**src/rtl/noc_injector.sv**
```systemverilog
// Packetizing injection interface: turns a send request plus a payload word stream into HEADER/BODY/TAIL wormhole flits.
// Latency: request accepted at edge E puts HEADER on the link in cycle E+1; each accepted word appears as a flit one cycle later.
// Backpressure: the output flit register holds under ack=0; payload is pulled only when that register is empty or draining this edge.

package noc_injector_pkg;
  localparam int COORD_W   = 4;
  localparam int PAYLOAD_W = 32;

  typedef struct packed {
    logic [COORD_W-1:0] x;
    logic [COORD_W-1:0] y;
  } addr_t;

  // BODY is the all-zero encoding so the idle bus is a plain zero word.
  typedef enum logic [1:0] {
    BODY   = 2'b00,
    HEADER = 2'b01,
    TAIL   = 2'b10
  } flit_type_t;

  typedef struct packed {
    addr_t                                dst_addr;
    logic [PAYLOAD_W-$bits(addr_t)-1:0]   rsvd;
  } flit_hdr_t;

  typedef struct packed {
    flit_type_t             flit_type;
    logic [PAYLOAD_W-1:0]   payload;
  } flit_t;

  localparam int ADDR_W = $bits(addr_t);
  localparam int FLIT_W = $bits(flit_t);
endpackage

module noc_injector
  import noc_injector_pkg::*;
#(
  parameter int  X       = 1,
  parameter int  Y       = 1,
  parameter int  MAX_LEN = 16,
  localparam int LEN_W   = $clog2(MAX_LEN + 1)
) (
  input  logic                 clk,
  input  logic                 rst,
  input  logic                 req_valid,
  output logic                 req_ready,
  input  logic [ADDR_W-1:0]    req_dst,
  input  logic [LEN_W-1:0]     req_len,
  input  logic                 data_valid,
  output logic                 data_ready,
  input  logic [PAYLOAD_W-1:0] data,
  output logic [FLIT_W-1:0]    out_flit,
  output logic                 out_enable,
  input  logic                 out_ack,
  output logic                 pkt_done,
  output logic                 err_self
);

  typedef enum logic [1:0] {
    S_IDLE,
    S_HDR,
    S_DATA,
    S_DONE
  } state_t;

  localparam addr_t OWN_ADDR = '{x: COORD_W'(X), y: COORD_W'(Y)};
  localparam flit_t IDLE_FLIT = '{flit_type: BODY, payload: '0};
  localparam logic [LEN_W-1:0] LEN_MAX = LEN_W'(MAX_LEN);
  localparam logic [LEN_W-1:0] LEN_ONE = LEN_W'(1);

  state_t           state_q, state_d;
  logic [LEN_W-1:0] remaining_q, remaining_d;
  flit_t            flit_q;
  logic             flit_vld_q;
  logic             err_q;
  logic             done_q;

  logic             xfer;
  logic             can_load;
  logic             load;
  flit_t            load_flit;
  logic             self_hit;
  logic [LEN_W-1:0] len_sat;
  flit_hdr_t        hdr;

  // The current flit leaves on this edge; the register may take a new one when empty or draining.
  assign xfer     = flit_vld_q && out_ack;
  assign can_load = !flit_vld_q || xfer;
  assign len_sat  = (req_len > LEN_MAX) ? LEN_MAX : req_len;

  // Next-state, handshakes and the flit to load; payload consumption is shared by HDR and DATA.
  always_comb begin
    state_d     = state_q;
    remaining_d = remaining_q;
    load        = 1'b0;
    load_flit   = IDLE_FLIT;
    req_ready   = 1'b0;
    data_ready  = 1'b0;
    self_hit    = 1'b0;
    hdr         = '0;

    case (state_q)
      S_IDLE: begin
        req_ready = 1'b1;
        if (req_valid) begin
          remaining_d = len_sat;
          if (addr_t'(req_dst) == OWN_ADDR) begin
            self_hit = 1'b1;
          end else begin
            hdr.dst_addr        = addr_t'(req_dst);
            load                = 1'b1;
            load_flit.flit_type = HEADER;
            load_flit.payload   = hdr;
            state_d             = S_HDR;
          end
        end
      end
      S_HDR: begin
        if (xfer) begin
          if (remaining_q == '0) begin
            load                = 1'b1;
            load_flit.flit_type = TAIL;
            load_flit.payload   = '0;
            state_d             = S_DONE;
          end else begin
            // Pull the first word on the HEADER's own transfer edge to keep 1 flit/cycle.
            data_ready = 1'b1;
            state_d    = S_DATA;
          end
        end
      end
      S_DATA: begin
        data_ready = can_load;
      end
      S_DONE: begin
        if (xfer) begin
          state_d = S_IDLE;
        end
      end
      default: begin
        state_d = S_IDLE;
      end
    endcase

    if (data_ready && data_valid) begin
      load              = 1'b1;
      load_flit.payload = data;
      remaining_d       = remaining_q - LEN_ONE;
      if (remaining_q > LEN_ONE) begin
        load_flit.flit_type = BODY;
      end else begin
        load_flit.flit_type = TAIL;
        state_d             = S_DONE;
      end
    end
  end

  // Control state and outstanding word count.
  always_ff @(posedge clk) begin
    if (rst) begin
      state_q     <= S_IDLE;
      remaining_q <= '0;
    end else begin
      state_q     <= state_d;
      remaining_q <= remaining_d;
    end
  end

  // Output flit register; when it drains without a refill the bus falls back to an idle BODY word.
  always_ff @(posedge clk) begin
    if (rst) begin
      flit_vld_q <= 1'b0;
      flit_q     <= IDLE_FLIT;
    end else if (load) begin
      flit_vld_q <= 1'b1;
      flit_q     <= load_flit;
    end else if (xfer) begin
      flit_vld_q <= 1'b0;
      flit_q     <= IDLE_FLIT;
    end
  end

  // One-cycle status pulses, registered so they follow the triggering edge.
  always_ff @(posedge clk) begin
    if (rst) begin
      err_q  <= 1'b0;
      done_q <= 1'b0;
    end else begin
      err_q  <= self_hit;
      done_q <= (state_q == S_DONE) && xfer;
    end
  end

  assign out_flit   = flit_q;
  assign out_enable = flit_vld_q;
  assign pkt_done   = done_q;
  assign err_self   = err_q;

endmodule
```
**config.mk**
```make
export PLATFORM = sky130hd
export DESIGN_NAME = noc_injector
export DESIGN_NICKNAME = d
export VERILOG_FILES = /design/src/rtl/noc_injector.sv
export SDC_FILE = /design/constraint.sdc
export NUM_CORES = 1
export LEC_CHECK = 0
export CAP_MARGIN = 20
export CORE_MARGIN = 4
export CORE_UTILIZATION = 39
export CTS_BUF_LIST = sky130_fd_sc_hd__clkbuf_8 sky130_fd_sc_hd__clkbuf_16
export DETAILED_ROUTE_END_ITERATION = 10
export HOLD_SLACK_MARGIN = 0.03
export PLACE_DENSITY = 0.78
export RECOVER_POWER = 25
export SLEW_MARGIN = 20
export SYNTH_ARGS = -nofsm -noshare
export SYNTH_HDL_FRONTEND = slang
export SYNTH_SLANG_ARGS = --single-unit
```
**constraint.sdc**
```tcl
create_clock -name clk -period 2.2 [get_ports clk]
set_clock_uncertainty 0.1 [all_clocks]
set_input_delay 0.66 -clock clk [delete_from_list [all_inputs] [get_ports clk]]
set_output_delay 0.66 -clock clk [all_outputs]
set_load 0.02 [all_outputs]
```
==> impl_metrics.csv <==
group,metric,value,unit
synth,synthesis.area,2210,sq um
setup_path,r2r-end,"out_flit[26]",
setup_path,worst-r2r-cell-count,8,
final_layout,area_growth,67.1,%
clock_tree,cts_root_buffer,"clkbuf_8",
sta,max_slew_margin,68.8,%
worst_hold_path,hold_start,"out_flit[11]",
route,drc_errors,0,
sta,setup_viol,28,
setup_path,start_kind,"input pin",
sta,hold_viol,0,
synth,ys_ff_latch,44,
place,pre_cts_ws,-0.801,ns
route,drtIter0Drc,138,
synth,syn_nets,310,
route,vias,2604,
setup_path,startpoint,"req_dst[1]",
sta,fmax,0.440,GHz
floorplanning,io_pins,89,
setup_path,crit_required,2.34,ns
floorplanning,die_w,83.3,um
clock_tree,clock_latency,0.30,ns
floorplanning,core-area,5510,sq um
sta,finalWorstSetupSlack,-0.0718,ns
synth,yosys_warnings,0,
clock_tree,clock_sinks,44,
floorplanning,dieHeight,83.3,um
synth,ys_top_cells_by_area,"dfxtp_1 40%, o2111ai_1 9.9%, a21oi_1 6.3%",
clock_tree,cts_buffers,5,
route,wl_per_cell,16.9,um
final_layout,layout_commonest_cell,"clkdlybuf4s50_1",
final_layout,insertedDiodeCount,0,
place,gp_congestion,0.847,
grt,grt_pass1_vias,2557,
route,routed_wl,7580,um
synth,netlist_instances,252,
clock_tree,cts_max_path_buffers,2,
synth,synth_top_cell_area_share,39.8,%
grt,antenna_found_initial,0,
sta,setup_tns,-0.846,ns
setup_path,critPathTopFamily,"buffers and inverters",
sta,tightestPinTransition,0.456,ns
power,power.leakage,1.42,nW
setup_path,crit_path_end_kind,"flop",
floorplanning,die_area,6940,sq um
floorplanning,initial_core_util,40.2,%
sta,finalMaxSlewViolations,0,
worst_hold_path,hp-class,"flop to flop",
worst_hold_path,hold_depth,2,
setup_path,cp_cell_sequence,"dlygate4sd3_1 > nor4b_4 > clkbuf_4 > a21oi_1 > a2111oi_4 > buf_4 > a221o_1",
final_layout,layout-drive-gt1-share,21.0,%
grt,grt_max_degree,38,
final_layout,mostFrequentLayoutCells,"68 x clkdlybuf4s50_1, 47 x buf_4, 40 x dfxtp_1",
run_status,failed_checks,"negative setup slack",
grt,grt_usage,21.7,%
run,cap_violations,0,
worst_hold_path,min_to,"out_flit[11]",
power,p_per_area,497,nW/um^2
sta,finalCriticalPeriod,2.27,ns
sta,finalCritPeriodShare,103,%
grt,grt_pass1_wl,12500,um
setup_path,path_buf_inv,3,
floorplanning,row_count,27,
synth,syn_avg_cell_area,8.78,sq um
place,dp_hpwl,5450,um
synth,yosysSeqAreaShare,39.8,%
clock_tree,clk_pin_slew,0.08,ns
clock_tree,cts_tree,"yes",
setup_path,critPathArrivalTime,2.41,ns
setup_path,rrSetupSlack,0.05,ns
final_layout,nNetsFinal,434,
setup_path,max_stage_delay,0.60,ns
route,drt-pass1-iter-count,5,
place,dp_cells,437,
clock_tree,htreeDepth,2,
final_layout,stdcell_count,449,
setup_path,slowest_stage,"dlygate4sd3_1",
synth,synth.distinct_cells,42,
setup_path,worst-path-max-fanout,6,
clock_tree,holdBufCountCts,0,
sta,rsz0062_at_grt,"true",
route,final_antenna_net_count,0,
setup_path,r2r-start,"state_q[0]",
grt,grt_overflow,0,
run_status,status,"finished, violations left",
synth,yosysTopAreaCell,"dfxtp_1",
route,vias_per_cell,5.80,
power,max-vdd-ir-drop,0.000293,V
place,numPortBuffers,88,
setup_path,path_class,"input pin to flop",
-- cell type report --
class                      count  area [sq um]
timing repair buffer         141          1330
inverter                      10          37.5
tap                           72          90.1
multi-input combinational    174          1260
sequential                    44           886
clock buffer                   6          82.6
fill                         468          1810
clock inverter                 2          11.3
-- power breakdown --
group / internal (mW) / switching, mW / total (mW)
combinational: 0.250 / 0.218 / 0.468
sequential: 0.821 / 0.0155 / 0.837
clock: 0.251 / 0.281 / 0.531
-- layer usage --
layer	up-vias	part of all wire [%]	wire [um]	track usage, %
met5	-	0	0	0
met4	0	1.4	106	7.28
met3	12	7.0	533	5.46
met2	121	47	3530	35.1
met1	1230	45	3410	28.2
li1	1241	-	-	-
-- cells by family (layout without fill, tap and decap cells) --
group / after synthesis / in the layout / share of synthesized area [%]
AOI/OAI and AO/OA: 95 / 95 / 32.6
DFF: 44 / 44 / 39.8
adders and majority gates: 8 / 8 / 4.53
buffers and inverters: 34 / 159 / 6.22
and+or+nand+nor: 71 / 71 / 16.9
-- state kept, by name, summed over array words and instances, names as in the netlist --
name	cells
out_enable	1
pkt_done	1
out_flit	34
err_self	1
remaining_q	5
state_q	2
-- cell usage after synthesis --
cell	number
a21o_1	1
clkbuf_1	14
a2111oi_0	1
a31oi_1	5
o41ai_1	2
a21oi_1	28
nand4_1	6
o2111ai_1	25
buf_1	2
nor3_1	9
inv_1	9
nor4b_1	2
nand2b_1	2
a22o_1	1
dfxtp_1	44
or4_1	1
a2111oi_4	1
nand2_1	12
o211ai_1	6
a221o_1	6
a32oi_1	1
o22ai_1	1
a311o_1	1
nor2b_1	1
o22a_1	1
o21a_1	1
a21o_2	1
a211oi_1	3
a221oi_1	3
inv_2	1
a311oi_1	1
o21bai_1	1
nor2_1	5
nor4b_2	1
o31ai_1	2
buf_2	8
a21boi_1	1
nand3_1	26
and2_1	3
ha_1	8
and3_1	3
o221ai_1	2
-- through the flow --
step	hold WS [ns]	utilization [%]	power (mW)	instance area, sq um
after floorplan	0.387	-	1.03	2210
after global placement	0.366	63.3	1.28	3490
after detailed placement	0.375	63.3	1.29	3490
after CTS	0.386	65.5	1.81	3610
after global routing	0.403	67.1	1.91	3700
final	0.385	67.1	1.84	3700
-- worst register-to-register path, stage by stage, from the launching register on --
cell      delay, ns
dfxtp_2        0.34
buf_4          0.11
ha_1           0.18
nand4_1        0.13
o22a_1         0.23
inv_2          0.09
buf_6          0.25
a21boi_1       0.23
a221o_1        0.39
-- how the worst max path moves through the flow --
stage | slack [ns] | cells past startpoint | endpoint
finish | -0.07 | 7 | out_flit[26]
global placement | -0.78 | 5 | data_ready
floorplan | 0.02 | 6 | data_ready
CTS | -0.13 | 6 | data_ready
global route | -0.15 | 6 | data_ready
detailed placement | -0.80 | 5 | data_ready
-- repair_timing --
item / CTS / global route
setup buffers: 0 / 3
hold endpoints to repair: 0 / 0
cloned: 0 / 1
resized for setup: 13 / 18
setup endpoints to repair: 16 / 36
pin swaps: 4 / 5
(Power assumes the default switching activity.)
